**src/rtl/middle_ram_sequencer.sv**
```systemverilog
// Frame sequencer: raster-writes one frame of producer pixels into a middle RAM,
// then raster-reads it back to a consumer with back-pressure over a 1-cycle-latency read port.
`timescale 1ns/1ps
module middle_ram_sequencer #(
    parameter int WIDTH_BITS  = 8,
    parameter int HEIGHT_BITS = 8
) (
    input  logic                   clock,
    input  logic                   reset,
    input  logic                   iStart,
    output logic                   oBusy,
    output logic                   oDone,
    input  logic                   iInValid,
    input  logic [7:0]             iInData,
    output logic                   oInReady,
    output logic                   oWren,
    output logic [WIDTH_BITS-1:0]  oWrcol,
    output logic [HEIGHT_BITS-1:0] oWrrow,
    output logic [7:0]             oWrdata,
    output logic [WIDTH_BITS-1:0]  oRdcol,
    output logic [HEIGHT_BITS-1:0] oRdrow,
    input  logic [7:0]             iRddata,
    output logic                   oOutValid,
    output logic [7:0]             oOutData,
    input  logic                   iOutReady
);
    typedef enum logic [2:0] {IDLE, WRITE, READ, DRAIN, DONE} state_t;

    state_t                 state, state_nx;
    logic [WIDTH_BITS-1:0]  wrcol, rdcol, outcol;
    logic [HEIGHT_BITS-1:0] wrrow, rdrow, outrow;
    logic                   outvalid;

    logic wr_hs, wr_last, rd_last, stall, issue, accept;

    assign wr_hs   = (state == WRITE) & iInValid;
    assign wr_last = (&wrcol) & (&wrrow);
    assign rd_last = (&rdcol) & (&rdrow);
    assign stall   = outvalid & ~iOutReady;
    assign issue   = (state == READ) & ~stall;
    assign accept  = outvalid & iOutReady;

    always_ff @(posedge clock) begin
        if (reset) state <= IDLE;
        else       state <= state_nx;
    end

    always_comb begin
        state_nx = state;
        case (state)
            IDLE:    if (iStart)            state_nx = WRITE;
            WRITE:   if (wr_hs && wr_last)  state_nx = READ;
            READ:    if (issue && rd_last)  state_nx = DRAIN;
            DRAIN:   if (accept)            state_nx = DONE;
            DONE:                           state_nx = IDLE;
            default:                        state_nx = IDLE;
        endcase
    end

    // outcol/outrow track the address whose data is currently on oOutData
    always_ff @(posedge clock) begin
        if (reset) begin
            wrcol    <= '0;
            wrrow    <= '0;
            rdcol    <= '0;
            rdrow    <= '0;
            outcol   <= '0;
            outrow   <= '0;
            outvalid <= 1'b0;
        end else begin
            if (state == IDLE && iStart) begin
                wrcol    <= '0;
                wrrow    <= '0;
                rdcol    <= '0;
                rdrow    <= '0;
                outvalid <= 1'b0;
            end
            if (wr_hs) begin
                wrcol <= wrcol + 1'b1;
                if (&wrcol) wrrow <= wrrow + 1'b1;
                if (wr_last) begin
                    rdcol    <= '0;
                    rdrow    <= '0;
                    outvalid <= 1'b0;
                end
            end
            if (issue) begin
                outcol   <= rdcol;
                outrow   <= rdrow;
                rdcol    <= rdcol + 1'b1;
                if (&rdcol) rdrow <= rdrow + 1'b1;
                outvalid <= 1'b1;
            end else if (state == DRAIN && accept) begin
                outvalid <= 1'b0;
            end
        end
    end

    // A stall (or the drain of the last pixel) re-presents the held address so iRddata stays put
    always_comb begin
        oRdcol = rdcol;
        oRdrow = rdrow;
        if (stall || state == DRAIN) begin
            oRdcol = outcol;
            oRdrow = outrow;
        end
    end

    assign oBusy     = (state != IDLE);
    assign oDone     = (state == DONE);
    assign oInReady  = (state == WRITE);
    assign oWren     = iInValid & oInReady;
    assign oWrcol    = wrcol;
    assign oWrrow    = wrrow;
    assign oWrdata   = iInData;
    assign oOutValid = outvalid & ((state == READ) | (state == DRAIN));
    assign oOutData  = iRddata;
endmodule

```
**config.mk**
```make
export PLATFORM = sky130hd
export DESIGN_NAME = middle_ram_sequencer
export DESIGN_NICKNAME = d
export VERILOG_FILES = /design/src/rtl/middle_ram_sequencer.sv
export SDC_FILE = /design/constraint.sdc
export NUM_CORES = 1
export LEC_CHECK = 0
export BUFFER_PORTS_ARGS = -buffer_cell sky130_fd_sc_hd__buf_2
export CAP_MARGIN = 15
export CORE_UTILIZATION = 52
export CTS_CLUSTER_DIAMETER = 150
export DETAILED_ROUTE_END_ITERATION = 7
export GPL_ROUTABILITY_DRIVEN = 0
export PLACE_DENSITY = 0.91
export SYNTH_ARGS = -nofsm -noshare
export SYNTH_HDL_FRONTEND = slang
export SYNTH_SLANG_ARGS = --single-unit
```
**constraint.sdc**
```tcl
create_clock -name clock -period 1.9 [get_ports clock]
set_input_delay 0.19 -clock clock [delete_from_list [all_inputs] [get_ports clock]]
set_output_delay 0.19 -clock clock [all_outputs]
set_load 0.005 [all_outputs]
```
## Word level (Yosys, flattened, before mapping)

Index checks and enable logic that the tools add are counted.

| storage, ports and cells | value |
|---|---|
| flip-flop bits (word level) | 52 |
| input port bits | 21 |
| output and inout bits | 53 |
| logic and storage cells | 69 |

| cells by class | value |
|---|---|
| add/subtract/negate cells | 4 |
| equal/unequal tests | 8 |
| multiplexer cells | 26 |
| bitwise operators | 10 |
| reductions and logical operators | 13 |

Operators by type and width:

| kind | number |
|---|---|
| 8-bit two-way mux | 16 |
| 8-bit by 1-bit adder with 8-bit output, second input constant | 4 |
| 8-bit AND reduction | 4 |
| 3-bit two-way mux | 4 |
| 3-bit one-hot mux with 4 select lines | 1 |
| 1-bit bitwise AND | 7 |
| 3-bit by 2-bit == test with 1-bit output, second input constant | 2 |
| 1-bit two-way mux | 5 |
| 1-bit logical AND | 4 |
| 2-bit by 1-bit != test with 1-bit output, second input constant | 2 |
| 2-bit != test, second input constant | 2 |
| 4-bit AND reduction | 1 |
| 3-bit by 1-bit == test with 1-bit output, second input constant | 1 |
| 3-bit == test, second input constant | 1 |
| 3-bit logical NOT | 1 |
| 3-bit nonzero test | 1 |
| 1-bit inverter | 2 |
| 2-bit nonzero test | 1 |
| 1-bit logical OR | 1 |
| 1-bit bitwise OR | 1 |

## Logic depth before layout (Yosys ltp)

| logic depth | value |
|---|---|
| depth in word-level cells | 7 |
| depth in mapped cells | 7 |
| depth with buffers taken out | 6 |

## Least setup slack after synthesis

OpenSTA, ideal clock, no wires.

| timing | value |
|---|---|
| path type | register to register |
| start | register wrcol[0], in the netlist oWrcol[0] |
| end | register rdrow[3] |
| library setup time | 0.133 ns |
| arrival time | 1.570 ns |
| required time | 1.767 ns |
| path slack | 0.197 ns |
| cell stages (with the launch flop) | 8 |
| path buffers | 1 |
| clock period less this slack | 1.703 ns |
| path through | dfxtp_1 ha_1 nand3_1 nor3_4 a41oi_2 buf_6 nand3_1 a31oi_1 |

| on the way | value |
|---|---|
| cells in the longest elaborated chain, start to end | 6 |

RTL lines:

| what | line | RTL |
|---|---|---|
| start, declared | 30 | `logic [WIDTH_BITS-1:0] wrcol, rdcol, outcol;` |
| start signal, assigned | 79 | `wrcol <= wrcol + 1'b1;` |
| 8-bit AND reduction * | 37 | `assign wr_last = (&wrcol) & (&wrrow);` |
| 1-bit bitwise AND * | 37 |  |
| 8-bit two-way mux * | 81 | `if (wr_last) begin` |
| 8-bit two-way mux * | 78 | `if (wr_hs) begin` |
| 8-bit two-way mux | 91 | `if (&rdcol) rdrow <= rdrow + 1'b1;` |
| 8-bit two-way mux * | 87 | `if (issue) begin` |
| end signal, assigned | 91 |  |
| end, declared | 31 | `logic [HEIGHT_BITS-1:0] wrrow, rdrow, outrow;` |

Every way passes the cells marked *; elsewhere a longest branch is shown, timed or not.
A chain may end at the register's enable or synchronous reset.

## Final worst setup path

| timing | value |
|---|---|
| start | register state[2] |
| end | output oRdcol[0] |

| on the way | value |
|---|---|
| cells in the longest elaborated chain, start to end | 3 |

RTL lines:

| what | line | RTL |
|---|---|---|
| start, declared | 29 | `state_t state, state_nx;` |
| start signal, assigned | 45 | `else state <= state_nx;` |
| 3-bit by 2-bit == test with 1-bit output | 103 | `if (stall \|\| state == DRAIN) begin` |
| 1-bit logical OR | 103 |  |
| 8-bit two-way mux | 103 |  |
| end, declared | 20 | `output logic [WIDTH_BITS-1:0] oRdcol,` |

No other way between the ends.

==> metrics.txt <==
# TYPE chip_impl_metric gauge
chip_impl_metric{name="floorplan.core_area",unit="mm²"} 0.00488
chip_impl_metric{name="clock_path_buffers",unit=""} 2
chip_impl_metric{name="syn_nets",unit=""} 356
chip_impl_metric{name="utilization_after_layout",unit=""} 0.651
chip_impl_metric{name="detailedPlace.worstSlack",unit="ns"} -0.120
chip_impl_metric{name="postSynth.asyncResetShare",unit=""} 0
chip_impl_metric{name="avg_wl_per_cell",unit="µm"} 16.7
chip_impl_metric{name="detailed_router_iteration_count_before_antenna_repair",unit=""} 6
chip_impl_metric{name="ys_warn_count",unit=""} 0
chip_impl_info{name="cp-end-kind",value="primary output"} 1
chip_impl_info{name="timing.hold.worst.start",value="iOutReady"} 1
chip_impl_metric{name="flow.area_growth_from_synthesis",unit="%"} 16.9
chip_impl_metric{name="timing.setup.tns",unit="ns"} 0
chip_impl_metric{name="setup_skew",unit="ns"} 0.0163
chip_impl_metric{name="finalNonFillerCells",unit=""} 437
chip_impl_metric{name="tightest_slew",unit="ns"} 0.501
chip_impl_metric{name="synth_sequential_area_ratio",unit=""} 0.383
chip_impl_metric{name="cts_sinks",unit=""} 52
chip_impl_info{name="post_synth_main_area_contributors",value="dfxtp_1 38%, nand2_1 7.5%, a21oi_1 6.6%"} 1
chip_impl_metric{name="design.final.nets",unit=""} 394
chip_impl_info{name="critPathLaunchType",value="flop"} 1
chip_impl_metric{name="ctsHoldBuffers",unit=""} 0
chip_impl_metric{name="fin_ws",unit="ns"} 0.0597
chip_impl_info{name="hold_path_end",value="state[2]$_SDFFE_PP0P_"} 1
chip_impl_metric{name="cap_viol_max_count",unit=""} 0
chip_impl_metric{name="pin_count",unit=""} 74
chip_impl_metric{name="layout-drive-gt1-share",unit=""} 0.286
chip_impl_metric{name="synth-seq-cells",unit=""} 52
chip_impl_metric{name="synthesis.instances",unit=""} 331
chip_impl_metric{name="finalWirelength",unit="µm"} 7280
chip_impl_info{name="rsz0062_at_grt",value="yes"} 1
chip_impl_info{name="hold_class",value="primary input to flop"} 1
chip_impl_info{name="crit-reg2reg-launch",value="rdcol[1]$_SDFF_PP0_"} 1
chip_impl_metric{name="die_height",unit="µm"} 74.3
chip_impl_metric{name="total_leakage_power",unit="nW"} 1.24
chip_impl_metric{name="synth_cell_type_count",unit=""} 45
chip_impl_metric{name="max_slew_margin",unit=""} 0.666
chip_impl_metric{name="finalHoldViolCount",unit=""} 0
chip_impl_info{name="yosysTopAreaCell",value="dfxtp_1"} 1
chip_impl_info{name="rr_endpoint",value="rdrow[2]$_SDFF_PP0_"} 1
chip_impl_metric{name="max_freq",unit="MHz"} 543
chip_impl_metric{name="grt_start_max_net_pins",unit=""} 30
chip_impl_metric{name="die_width",unit="µm"} 74.3
chip_impl_metric{name="period_minus_slack",unit="ns"} 1.84
chip_impl_info{name="synthTopCellsByCount",value="54 x nand2_1, 52 x dfxtp_1, 36 x a21oi_1, 29 x nand3_1, 25 x nor2_1"} 1
chip_impl_metric{name="port_buffers",unit=""} 41
chip_impl_metric{name="worst_r2r_path_depth",unit=""} 7
chip_impl_metric{name="clock_insertion_delay_worst_skew",unit="ns"} 0.31
chip_impl_metric{name="timing.hold.worst_path_depth",unit=""} 3
chip_impl_info{name="worst-setup-path-type",value="flop to primary output"} 1
chip_impl_metric{name="finalInstanceArea",unit="mm²"} 0.00318
chip_impl_metric{name="powerDensity",unit="mW/mm²"} 656
chip_impl_metric{name="grt_antenna_before_repair",unit=""} 0
chip_impl_metric{name="grt_first_pass_wirelength",unit="µm"} 11500
chip_impl_info{name="worst_path_max_delay_cell",value="dfxtp_2"} 1
chip_impl_metric{name="drt_first_iter_violations",unit=""} 362
chip_impl_metric{name="count_of_unresolved_drc_violations_after_routing",unit=""} 0
chip_impl_metric{name="slew_violations",unit=""} 0
chip_impl_metric{name="slowest_delay",unit="ns"} 0.34
chip_impl_metric{name="std_cell_rows",unit=""} 25
chip_impl_metric{name="fin_worst_hold_slack",unit="ns"} 0.195
chip_impl_metric{name="wirelength_met1",unit="µm"} 2870
chip_impl_metric{name="via_count_of_the_first_global_routing_pass",unit=""} 2453
chip_impl_info{name="synthFlopType",value="dfxtp_1"} 1
chip_impl_info{name="worstPathCellList",value="buf_6, nor2b_4, nand2_1, nand2_2, buf_6, mux2_2, buf_2"} 1
chip_impl_metric{name="cts_made_buffers",unit=""} 5
chip_impl_metric{name="cp.required",unit="ns"} 1.71
chip_impl_metric{name="synth-edff-count",unit=""} 0
chip_impl_metric{name="power.total",unit="mW"} 2.09
chip_impl_metric{name="synth_area",unit="mm²"} 0.00272
chip_impl_metric{name="grt_usage",unit=""} 0.272
chip_impl_metric{name="number_of_nets_with_antenna_violations_after_detailed_routing",unit=""} 0
chip_impl_info{name="cts.root.buffer_cell",value="clkbuf_8"} 1
chip_impl_metric{name="dieArea",unit="mm²"} 0.00552
chip_impl_info{name="cts_tree",value="built"} 1
chip_impl_metric{name="met3RoutedLength",unit="µm"} 638
chip_impl_metric{name="vias",unit=""} 2676
chip_impl_info{name="most_prevalent_standard_cell_on_the_critical_path",value="buf_6"} 1
chip_impl_metric{name="vdd_ir_drop_max",unit="mV"} 0.453
chip_impl_metric{name="final_min_period_over_clock_period",unit=""} 0.969
chip_impl_metric{name="final-setup-viol-count",unit=""} 0
chip_impl_info{name="status",value="complete, no violations"} 1
chip_impl_metric{name="overflow",unit=""} 0
chip_impl_metric{name="dpl.hpwl",unit="µm"} 4200
chip_impl_metric{name="dp.cells",unit=""} 421
chip_impl_metric{name="critical_path_arrival",unit="ns"} 1.65
chip_impl_metric{name="diodes",unit=""} 0
chip_impl_metric{name="postPlaceCellArea",unit="mm²"} 0.00294
chip_impl_metric{name="syn-mean-instance-area",unit="µm²"} 8.21
chip_impl_metric{name="initial_utilization",unit=""} 0.557
chip_impl_metric{name="rrSetupSlack",unit="ns"} 0.08
chip_impl_metric{name="total_met2_wirelength_after_detailed_routing",unit="µm"} 3540
chip_impl_info{name="yosys.cell_count.top_type",value="nand2_1"} 1
chip_impl_info{name="highest_layer",value="met4"} 1
chip_impl_metric{name="clkSlewWorstSetupHoldPaths",unit="ns"} 0.10
chip_impl_metric{name="htree_num_levels",unit=""} 2
chip_impl_metric{name="synth_top_area_share",unit=""} 0.383
chip_impl_metric{name="detail_route.vias_per_cell",unit=""} 6.12
chip_impl_metric{name="worst-path-max-fanout",unit=""} 8
[cell families (layout without fill, tap and decap cells)]
family | count (synthesis) | after routing | synth area share
AOI/OAI and AO/OA | 61 | 61 | 0.139
adders and majority gates | 4 | 4 | 0.0184
xor gates and xnor gates | 7 | 7 | 0.0226
and+or+nand+nor | 153 | 153 | 0.285
muxes | 17 | 17 | 0.0704
buffers and inverters | 37 | 76 | 0.0820
DFF | 52 | 52 | 0.383
[layout make-up]
class	count	area (µm²)
fill	379	1700
multi-input combinational	242	1510
sequential	52	1050
timing repair buffer	65	413
tap	67	83.8
clock buffer	5	68.8
clock inverter	3	46.3
inverter	3	11.3
[power breakdown]
group          leakage (nW)  switching, mW  total (mW)  internal [mW]
logic                 0.762          0.106       0.183         0.0774
registers             0.421         0.0164        1.11           1.10
clock network        0.0548          0.392       0.790          0.397
total                  1.24          0.515        2.09           1.57
[metal layers]
metal	vias up	global-route usage
met4	0	0.143
li1	1231	-
met2	166	0.452
met5	-	0
met1	1250	0.327
met3	29	0.0678
[worst max-delay path: cells and delay by family (launching register included)]
kind / cells / cell delay, ns
buf+inv: 3 / 0.40
flops: 1 / 0.34
simple gates: 3 / 0.27
mux: 1 / 0.33
[how the worst max path moves through the flow]
| stage | start | to | slack, ns |
|---|---|---|---|
| detailed placement | oWrcol[1]$_SDFFE_PP0P_ | rdrow[4]$_SDFF_PP0_ | -0.12 |
| global route | state[2]$_SDFFE_PP0P_ | rdcol[7]$_SDFF_PP0_ | -0.007 |
| global placement | oWrcol[1]$_SDFFE_PP0P_ | rdrow[2]$_SDFF_PP0_ | 0.05 |
| CTS | state[1]$_SDFFE_PP0P_ | oRdcol[7] | 0.007 |
| finish | state[2]$_SDFFE_PP0P_ | oRdcol[0] | 0.06 |
| floorplan | oWrcol[0]$_SDFFE_PP0P_ | rdrow[3]$_SDFF_PP0_ | 0.20 |
[state kept, by name, summed over array words and instances (netlist names)]
signal / flops
oWrrow: 8
state: 3
outvalid: 1
rdcol: 8
outrow: 8
oWrcol: 8
outcol: 8
rdrow: 8
[timing repair]
item	4_1_cts	5_1_grt
buffers inserted	6	3
pin swaps	2	2
gates resized for setup	12	7
endpoints found under the setup margin	24	36
gates cloned	1	0
[layout by cell type, fill, tap and decap left out, drive strengths merged, types with 5 or more instances in the layout]
cell	count
buf	65
nand2	54
nand4	8
nor3	6
nand2b	6
nand3	29
clkbuf	5
a311oi	6
a21oi	36
dfxtp	52
nor2	25
and3	8
mux2	17
No activity file was read; power rests on OpenSTA's default activity.
